[config.mk]
export PLATFORM = sky130hd
export DESIGN_NAME = uart_frame_rx_param
export DESIGN_NICKNAME = d
export VERILOG_FILES = /design/src/rtl/uart_frame_rx_param.sv
export SDC_FILE = /design/constraint.sdc
export NUM_CORES = 1
export LEC_CHECK = 0
export CAP_MARGIN = 0
export CORE_MARGIN = 4
export CORE_UTILIZATION = 38
export DETAILED_ROUTE_END_ITERATION = 10
export RECOVER_POWER = 25
export SLEW_MARGIN = 40
export SYNTH_ARGS = -nofsm -noshare
export SYNTH_HDL_FRONTEND = slang
export SYNTH_SLANG_ARGS = --single-unit
[constraint.sdc]
create_clock -name sys_clk -period 1.8 [get_ports sys_clk]
set_input_delay 0.45 -clock sys_clk [delete_from_list [all_inputs] [get_ports sys_clk]]
set_output_delay 0.45 -clock sys_clk [all_outputs]
set_load 0.005 [all_outputs]
[src/rtl/uart_frame_rx_param.sv]
// UART frame receiver: bit-level receiver, HEADER/payload/CRC8/TAIL frame FSM,
// inter-byte timeout and error reporting, with an atomically updated payload bus.
module uart_frame_rx_param #(
   parameter int         CLK_FREQ     = 50_000_000,
   parameter int         UART_BPS     = 115200,
   parameter int         PAYLOAD_LEN  = 12,
   parameter logic [7:0] HEADER       = 8'h55,
   parameter logic [7:0] TAIL         = 8'hAA,
   parameter logic [7:0] CRC_POLY     = 8'h07,
   parameter logic [7:0] CRC_INIT     = 8'h00,
   parameter int         TIMEOUT_BITS = 20
) (
   input  logic                       sys_clk,
   input  logic                       sys_rst_n,
   input  logic                       uart_rxd,
   output logic [7:0]                 byte_data,
   output logic                       byte_valid,
   output logic [8*PAYLOAD_LEN-1:0]   payload,
   output logic                       frame_valid,
   output logic                       err_crc,
   output logic                       err_tail,
   output logic                       err_frame,
   output logic                       err_timeout,
   output logic                       busy,
   output logic [15:0]                ok_cnt,
   output logic [15:0]                err_cnt
);

   localparam int BPS_CNT = CLK_FREQ / UART_BPS;
   localparam int CNT_W   = $clog2(BPS_CNT + 1);
   localparam logic [CNT_W-1:0] HALF_CNT = CNT_W'(BPS_CNT / 2);
   localparam logic [CNT_W-1:0] BIT_END  = CNT_W'(BPS_CNT - 1);
   localparam int TMO_MAX = TIMEOUT_BITS * BPS_CNT;
   localparam int TMO_W   = $clog2(TMO_MAX + 1);
   localparam logic [TMO_W-1:0] TMO_LIM  = TMO_W'(TMO_MAX);
   localparam logic [6:0]       LAST_IDX = 7'(PAYLOAD_LEN - 1);

   localparam logic [2:0] RX_IDLE  = 3'd0;
   localparam logic [2:0] RX_START = 3'd1;
   localparam logic [2:0] RX_DATA  = 3'd2;
   localparam logic [2:0] RX_STOP  = 3'd3;
   localparam logic [2:0] RX_WAIT  = 3'd4;

   localparam logic [1:0] ST_HUNT    = 2'd0;
   localparam logic [1:0] ST_PAYLOAD = 2'd1;
   localparam logic [1:0] ST_CRC     = 2'd2;
   localparam logic [1:0] ST_TAIL    = 2'd3;

   // MSB-first CRC8 over one byte, eight unrolled shift/XOR steps.
   function automatic logic [7:0] crc8_byte(input logic [7:0] crc, input logic [7:0] data);
      logic [7:0] c;
      c = crc ^ data;
      for (int i = 0; i < 8; i++) begin
         if (c[7]) c = {c[6:0], 1'b0} ^ CRC_POLY;
         else      c = {c[6:0], 1'b0};
      end
      return c;
   endfunction

   logic                     rxd_meta_r, rxd_sync_r, rxd_prev_r;
   logic [2:0]               rx_state_r;
   logic [CNT_W-1:0]         clk_cnt_r;
   logic [2:0]               bit_idx_r;
   logic [7:0]               shift_r;
   logic [7:0]               byte_data_r;
   logic                     byte_valid_r, err_frame_r;
   logic [1:0]               state_r, state_nxt_s;
   logic [6:0]               idx_r;
   logic [7:0]               crc_r, rx_crc_r;
   logic [8*PAYLOAD_LEN-1:0] shadow_r, payload_r;
   logic                     eval_r, crc_ok_r, tail_ok_r;
   logic [TMO_W-1:0]         tmo_cnt_r;
   logic                     expire_s, good_s, err_ev_s;
   logic                     frame_valid_r, err_crc_r, err_tail_r, err_timeout_r, busy_r;
   logic [15:0]              ok_cnt_r, err_cnt_r;

   // Two-stage synchroniser plus edge history, idling high so reset release is quiet.
   always_ff @(posedge sys_clk or negedge sys_rst_n) begin
      if (!sys_rst_n) begin
         rxd_meta_r <= 1'b1;
         rxd_sync_r <= 1'b1;
         rxd_prev_r <= 1'b1;
      end else begin
         rxd_meta_r <= uart_rxd;
         rxd_sync_r <= rxd_meta_r;
         rxd_prev_r <= rxd_sync_r;
      end
   end

   // Bit receiver: mid-bit sampling, glitch rejection and stop-bit check.
   always_ff @(posedge sys_clk or negedge sys_rst_n) begin
      if (!sys_rst_n) begin
         rx_state_r   <= RX_IDLE;
         clk_cnt_r    <= '0;
         bit_idx_r    <= 3'd0;
         shift_r      <= 8'h00;
         byte_data_r  <= 8'h00;
         byte_valid_r <= 1'b0;
         err_frame_r  <= 1'b0;
      end else begin
         byte_valid_r <= 1'b0;
         err_frame_r  <= 1'b0;
         case (rx_state_r)
            RX_IDLE: begin
               clk_cnt_r <= '0;
               bit_idx_r <= 3'd0;
               if (rxd_prev_r && !rxd_sync_r) rx_state_r <= RX_START;
            end
            RX_START: begin
               if (clk_cnt_r == HALF_CNT) begin
                  clk_cnt_r  <= '0;
                  rx_state_r <= rxd_sync_r ? RX_IDLE : RX_DATA;
               end else begin
                  clk_cnt_r <= clk_cnt_r + CNT_W'(1);
               end
            end
            RX_DATA: begin
               if (clk_cnt_r == BIT_END) begin
                  clk_cnt_r <= '0;
                  shift_r   <= {rxd_sync_r, shift_r[7:1]};
                  bit_idx_r <= bit_idx_r + 3'd1;
                  if (bit_idx_r == 3'd7) rx_state_r <= RX_STOP;
               end else begin
                  clk_cnt_r <= clk_cnt_r + CNT_W'(1);
               end
            end
            RX_STOP: begin
               if (clk_cnt_r == BIT_END) begin
                  clk_cnt_r <= '0;
                  if (rxd_sync_r) begin
                     byte_valid_r <= 1'b1;
                     byte_data_r  <= shift_r;
                     rx_state_r   <= RX_IDLE;
                  end else begin
                     err_frame_r <= 1'b1;
                     rx_state_r  <= RX_WAIT;
                  end
               end else begin
                  clk_cnt_r <= clk_cnt_r + CNT_W'(1);
               end
            end
            RX_WAIT: begin
               if (rxd_sync_r) rx_state_r <= RX_IDLE;
            end
            default: rx_state_r <= RX_IDLE;
         endcase
      end
   end

   // A byte arriving in the expiry cycle suppresses the timeout; a framing error takes precedence.
   assign expire_s = busy_r && !byte_valid_r && !err_frame_r && (tmo_cnt_r == TMO_LIM);
   assign good_s   = eval_r && crc_ok_r && tail_ok_r;
   assign err_ev_s = err_frame_r || expire_s || (eval_r && !(crc_ok_r && tail_ok_r));

   // Frame FSM next state, with framing error and timeout aborting to HUNT.
   always_comb begin
      state_nxt_s = state_r;
      case (state_r)
         ST_HUNT:    if (byte_valid_r && byte_data_r == HEADER) state_nxt_s = ST_PAYLOAD; else state_nxt_s = ST_HUNT;
         ST_PAYLOAD: if (byte_valid_r && idx_r == LAST_IDX)     state_nxt_s = ST_CRC;     else state_nxt_s = ST_PAYLOAD;
         ST_CRC:     if (byte_valid_r)                          state_nxt_s = ST_TAIL;    else state_nxt_s = ST_CRC;
         ST_TAIL:    if (byte_valid_r)                          state_nxt_s = ST_HUNT;    else state_nxt_s = ST_TAIL;
         default:    state_nxt_s = ST_HUNT;
      endcase
      if (err_frame_r || expire_s) state_nxt_s = ST_HUNT;
      else                         state_nxt_s = state_nxt_s;
   end

   // Frame datapath: shadow buffer, running CRC, received CRC and end-of-frame verdict.
   always_ff @(posedge sys_clk or negedge sys_rst_n) begin
      if (!sys_rst_n) begin
         state_r   <= ST_HUNT;
         idx_r     <= 7'd0;
         crc_r     <= CRC_INIT;
         rx_crc_r  <= 8'h00;
         shadow_r  <= '0;
         eval_r    <= 1'b0;
         crc_ok_r  <= 1'b0;
         tail_ok_r <= 1'b0;
      end else begin
         state_r <= state_nxt_s;
         eval_r  <= 1'b0;
         case (state_r)
            ST_HUNT: begin
               if (byte_valid_r && byte_data_r == HEADER) begin
                  crc_r <= CRC_INIT;
                  idx_r <= 7'd0;
               end
            end
            ST_PAYLOAD: begin
               if (byte_valid_r) begin
                  crc_r <= crc8_byte(crc_r, byte_data_r);
                  idx_r <= idx_r + 7'd1;
                  for (int k = 0; k < PAYLOAD_LEN; k++) begin
                     if (idx_r == 7'(k)) shadow_r[8*k +: 8] <= byte_data_r;
                  end
               end
            end
            ST_CRC: begin
               if (byte_valid_r) rx_crc_r <= byte_data_r;
            end
            ST_TAIL: begin
               if (byte_valid_r) begin
                  eval_r    <= 1'b1;
                  crc_ok_r  <= (rx_crc_r == crc_r);
                  tail_ok_r <= (byte_data_r == TAIL);
               end
            end
            default: eval_r <= 1'b0;
         endcase
      end
   end

   // Timeout counter: runs only inside a frame, cleared by each received byte.
   always_ff @(posedge sys_clk or negedge sys_rst_n) begin
      if (!sys_rst_n) begin
         tmo_cnt_r <= '0;
      end else if (!busy_r || byte_valid_r || expire_s) begin
         tmo_cnt_r <= '0;
      end else begin
         tmo_cnt_r <= tmo_cnt_r + TMO_W'(1);
      end
   end

   // Registered status: strobes, atomic payload update and saturating counters.
   always_ff @(posedge sys_clk or negedge sys_rst_n) begin
      if (!sys_rst_n) begin
         frame_valid_r <= 1'b0;
         err_crc_r     <= 1'b0;
         err_tail_r    <= 1'b0;
         err_timeout_r <= 1'b0;
         busy_r        <= 1'b0;
         payload_r     <= '0;
         ok_cnt_r      <= 16'h0000;
         err_cnt_r     <= 16'h0000;
      end else begin
         frame_valid_r <= good_s;
         err_crc_r     <= eval_r && !crc_ok_r;
         err_tail_r    <= eval_r && !tail_ok_r;
         err_timeout_r <= expire_s;
         busy_r        <= (state_nxt_s != ST_HUNT);
         if (good_s) payload_r <= shadow_r;
         if (good_s && ok_cnt_r != 16'hFFFF) ok_cnt_r <= ok_cnt_r + 16'd1;
         if (err_ev_s && err_cnt_r != 16'hFFFF) err_cnt_r <= err_cnt_r + 16'd1;
      end
   end

   assign byte_data   = byte_data_r;
   assign byte_valid  = byte_valid_r;
   assign payload     = payload_r;
   assign frame_valid = frame_valid_r;
   assign err_crc     = err_crc_r;
   assign err_tail    = err_tail_r;
   assign err_frame   = err_frame_r;
   assign err_timeout = err_timeout_r;
   assign busy        = busy_r;
   assign ok_cnt      = ok_cnt_r;
   assign err_cnt     = err_cnt_r;

endmodule
; ---- After elaboration in Yosys (flattened, before gate mapping)
; Cells that the tools add are included.
[word_totals]
word_cells = 197
output_inout_bits = 143
reg_bits = 307
input_bits = 3
[op_classes]
bitwise = 9
n_addsub = 6
eq_ne = 35
mux = 57
reduce_logical = 52
[ops]
columns = operator, count
row1 = $mux 8, 16
row2 = $mux 3, 16
row3 = $reduce_and 3->1, 14
row4 = $add 16x1->16 const B, 2
row5 = $ne 16x16->1 const B, 2
row6 = $eq 7x3->1 const B, 4
row7 = $eq 7x4->1 const B, 4
row8 = $pmux 9 s3, 1
row9 = $not 3->3, 8
row10 = $mux 9, 2
row11 = $ne 2x2->1 const B, 8
row12 = $pmux 8 s2, 1
row13 = $pmux 3 s5, 1
row14 = $add 14x1->14 const B, 1
row15 = $eq 14x14->1 const B, 1
row16 = $eq 7x2->1 const B, 2
row17 = $logic_and 1x1->1, 14
row18 = $mux 14, 1
row19 = $mux 7, 2
row20 = $pmux 7 s2, 1
row21 = $mux 1, 10
row22 = $add 9x1->9 const B, 1
row23 = $eq 9x8->1 const B, 1
row24 = $eq 9x9->1 const B, 1
row25 = other kinds (25), 45

; ---- Logic depth before layout (Yosys ltp)
; Gate-level depths: netlist (run 1).
[depth]
word_depth = 33
mapped_depth = 9
depth_no_buf = 7

; ---- Least setup slack after synthesis (run 1)
; No wires, ideal clock.
[synth_path]
kind = reg2reg
from = reg byte_valid_r, in the netlist byte_valid
to = reg err_cnt_r[1], in the netlist err_cnt[1]
period_less_slack_ps = 1878
arrival_ps = 1753
setup_ps = 125
t_required_ps = 1675
slack_ps = -78
stages_incl_launch_ff = 5
n_path_buf = 0
path_cell_list = dfrtp_1 nor4b_1 a41oi_1 a32oi_2 mux2_2
[synth_between]
elab_chain_cells = 7
[synth_lines]
columns = item, line_no
row1 = start: declaration, 66  ; logic byte_valid_r, err_frame_r;
row2 = start signal: assignment, 98  ; byte_valid_r <= 1'b0;
row3 = start signal: assignment, 101  ; byte_valid_r <= 1'b0;
row4 = start signal: assignment, 131  ; byte_valid_r <= 1'b1;
row5 = $logic_not 1->1, 151  ; assign expire_s = busy_r && !byte_valid_r && !err_frame_r && (tmo_cnt_r == TMO_LIM);
row6 = $logic_and 1x1->1 (3 in series), 151
row7 = $logic_or 1x1->1 (2 in series), 153  ; assign err_ev_s = err_frame_r || expire_s || (eval_r && !(crc_ok_r && tail_ok_r));
row8 = $logic_and 1x1->1, 244  ; if (err_ev_s && err_cnt_r != 16'hFFFF) err_cnt_r <= err_cnt_r + 16'd1;
row9 = end signal: assignment, 244
row10 = end: declaration, 75  ; logic [15:0] ok_cnt_r, err_cnt_r;
; No other way between the ends.
; A chain may end at the register's enable or synchronous reset.

; ---- Worst setup path after layout (run 1)
[layout_path]
from = reg tmo_cnt_r[0]
to = reg err_cnt_r[3], in the netlist err_cnt[3]
[layout_between]
elab_chain_cells = 5
[layout_lines]
columns = item, line_no
row1 = start: declaration, 72  ; logic [TMO_W-1:0] tmo_cnt_r;
row2 = start signal: assignment, 221  ; tmo_cnt_r <= tmo_cnt_r + TMO_W'(1);
row3 = $eq 14x14->1, 151
row4 = $logic_and 1x1->1, 151
row5 = $logic_or 1x1->1 (2 in series), 153
row6 = $logic_and 1x1->1, 244
; No other way between the ends.

==> results of run 1 <==
==> cell usage in the layout, fill, tap and decap left out, drive strengths merged, types with 12 or more instances in the layout <==
| cell type | count |
|---|---|
| dlygate4sd2 | 133 |
| nand2 | 325 |
| clkbuf | 53 |
| xor2 | 13 |
| buf | 158 |
| nand3 | 28 |
| nor2 | 49 |
| mux2 | 123 |
| a21oi | 15 |
| nand4 | 14 |
| ha | 12 |
| inv | 21 |
| nor3 | 14 |
| dfrtp | 304 |
| xnor2 | 58 |
==> sequential cells by signal, summed over array words and instances, names as in the netlist, 9 cells and up <==
name and flops:
ok_cnt 16, tmo_cnt_r 14, err_cnt 16, payload 96
shadow_r 96, clk_cnt_r 9
==> stage by stage <==
step	instances	worst slack (ns)	setup TNS (ns)	area [um2]	total power (W)
after floorplan	1137	-0.0468	-3.12	12900	0.00735
after detailed placement	1793	-0.212	-16.73	15800	0.00768
after global routing	1902	-0.190	-12.30	17700	0.0147
after CTS	1900	-0.149	-10.79	17400	0.0144
after global placement	1793	-0.133	-9.19	15800	0.00766
final	1903	-0.103	-2.42	17700	0.0142
==> power breakdown <==
part | switching (W) | leakage (nW) | internal (W)
clock | 0.00270 | 0.521 | 0.00393
combinational | 0.000300 | 4.56 | 0.000208
sequential | 0.0000406 | 4.26 | 0.00698
==> final timing paths <==
kind                            cells past startpoint     endpoint    startpoint  slack, ns
worst min register to register                      0   rxd_sync_r    rxd_meta_r       0.36
max in group asynchronous                           3  payload[34]     sys_rst_n       0.25
worst max-delay path                                8   err_cnt[3]  tmo_cnt_r[0]      -0.10
worst max register to register                      8   err_cnt[3]  tmo_cnt_r[0]      -0.10
worst min-delay path                                0   rxd_sync_r    rxd_meta_r       0.36
min in group asynchronous                           2  err_cnt[14]     sys_rst_n       0.48
==> worst register-to-register path, stage by stage, from the launching register on <==
cell and delay [ns]:
dfrtp_1 0.37, inv_1 0.07, ha_2 0.17, nor4bb_4 0.22
a41oi_2 0.22, a32oi_2 0.31, buf_4 0.19, nand4_1 0.11
xnor2_1 0.14
==> logic make-up (layout without fill, tap and decap cells) <==
kind of cell,after synthesis,after routing,share of synthesized area [%]
muxes,125,125,10.9
xor gates and xnor gates,73,73,5.18
other,0,1,0
buffers and inverters,69,385,2.22
and+or+nand+nor,488,489,17.4
AOI/OAI and AO/OA,63,63,3.49
adders and majority gates,12,12,1.16
DFF,307,307,59.6
==> area by class of cell <==
cell class / count / area (um2) / share of cell area [%]
diodes: 1 / 2.50 / 0.0141
flip-flops and latches: 307 / 7690 / 43.4
inverters: 20 / 75.1 / 0.424
multi-input cells: 762 / 5580 / 31.5
well taps: 448 / 561 / 3.16
repair buffers: 306 / 2750 / 15.5
clock inverters: 9 / 76.3 / 0.431
clock buffers: 50 / 982 / 5.55
==> timing repair <==
action / 4_1_cts / 5_1_grt
pin swaps: 21 / 25
cloned: 1 / 0
hold buffers: 1 / 0
setup buffers: 46 / 2
gates resized for setup: 226 / 85
hold endpoints to repair: 16 / 0
setup endpoints to repair: 268 / 158
==> metal layers <==
metal  part of all wire [%]  vias to the layer above  routed length [um]
li1                       -                     4376                   -
met5                      0                        -                   0
met1                     47                     4624               14800
met2                     47                      166               14900
met4                    1.8                        0                 584
met3                    4.4                       46                1390
==> flow_metrics.tcl, run 1 <==
set metrics [dict create \
    critical_path.n_buffers_inverters 2 \
    postLayoutCoreUtil_pct 52.8 \
    clk-insertion-delay-late_ns 0.51 \
    route.detailed.drc 0 \
    clock_sinks 307 \
    violated_checks "negative setup slack" \
    setup_ws_ns -0.103 \
    postSynthRegisterBits 307 \
    worstSetupPathType "reg -> reg" \
    timing.critical_path.cells "inv_1 > ha_2 > nor4bb_4 > a41oi_2 > a32oi_2 > buf_4 > nand4_1 > xnor2_1" \
    rows 67 \
    grt_setup_unrepaired "true" \
    seq_area_frac_synth_pct 59.6 \
    timing.clock.skew_ns 0.0244 \
    synth.cell_area_um2 12900 \
    finalWorstPathRequiredPeriod_ns 1.90 \
    grt_busiest_layer "met2" \
    max_freq_mhz 525 \
    final_min_period_over_clock_period_pct 106 \
    finalSetupViolations 64 \
    met2_usage_pct 27.6 \
    async_s_r_ff_share_synth_pct 100 \
    clock_tree.root_cell "clkbuf_16" \
    hold_violations 0 \
    finalHoldWorstSlack_ns 0.357 \
    post-dp-hpwl_um 20100 \
    worst_pin_slew_ns 0.695 \
    leakagePower_nw 9.34 \
    dominantRegCellSynth "dfrtp_1" \
    clkSlewWorstSetupHoldPaths_ns 0.06 \
    gr-usage-met1_pct 23.9 \
    design.die.area_um2 36900 \
    met3_usage_pct 2.69 \
    netlist.top_cell.by_area "dfrtp_1" \
    crit_path_max_fanout 4 \
    drv.max_cap_violation_count 0 \
    gr-usage-all-layers_pct 17.0 \
    cp_slowest_cell "dfrtp_1" \
    port-buffer-count 145 \
    initial_antenna_violation_count 0 \
    fin_nets 1447 \
    die_y_um 192 \
    cellPowerDensity_nw_per_um2 799 \
    clock_tree.buffer_depth 3 \
    first_global_vias 9567 \
    fp.coreArea_um2 33500 \
    vias 9212 \
    critPathMaxStageDelay_ns 0.37 \
    globalRoute.totalOverflow 0 \
    cp.arrival_ns 2.28 \
    cts_made_buffers 35 \
    post-synth-top-area-fraction_pct 59.0 \
    routedWlPerCell_um 16.7 \
    max-slew-margin-rel_pct 53.7 \
    synth_top_cells_by_count "nand2_1 (325), dfrtp_1 (304), mux2_2 (123), xnor2_1 (58), nor2_1 (40)" \
    cts_tree "done" \
    synth.distinct_cells 66 \
    worst_setup_path_end_kind "flip-flop" \
    antenna_violating_nets_post_route 0 \
    starting_density_of_the_core_pct 38.5 \
    cts.htree.levels 2 \
    initialDrtViolationCount 409 \
    die_wd_um 192 \
    final_layout_size_suffix_gt1_share_pct 27.7 \
    synth.net_count 1152 \
    final-max-slew-violation-count 0 \
    routed_via_density 4.84 \
    routed_wirelength_um 31700 \
    crit_family "compound AO/OA/AOI/OAI gates" \
    yosys-top-cells-area "dfrtp_1 (59%), mux2_2 (11%), nand2_1 (9.5%)" \
    areaGrowthSynthToFinish_pct 37.3 \
    pin_count 146 \
    cp_data_required_time_ns 2.18 \
    detailedRoute.firstPassIterationCount 4 \
    run_status "complete, but fails checks" \
    worst_setup_path_start_kind "flip-flop" \
    nFillCells 2984 \
    place_congestion 0.793 \
    netlist_instances 1137 \
    grt_pass1_wl_um 50700 \
    synth.yosys.warnings 0 \
    grt_max_degree 99 \
    number_of_synthesized_flops_with_an_enable_pin 0 \
    synth.most_common_cell "nand2_1" \
    synth.avg_cell_area_um2 11.3 \
    worst_hold_path_type "reg -> reg" \
    peakVddDrop_mv 0.534 \
]
Note: power is estimated with default switching activity, not from simulation.
==> run 2: changes to the inputs <==
- GPL_ROUTABILITY_DRIVEN: not set -> 0
==> results of run 2 <==
The final DEF is identical to that of run 1; final timing and power are the same.
==> run 3: changes to the inputs <==
- CTS_CLUSTER_SIZE: not set -> 28
==> results of run 3 <==
The final DEF is identical to that of run 1; final timing and power are the same.
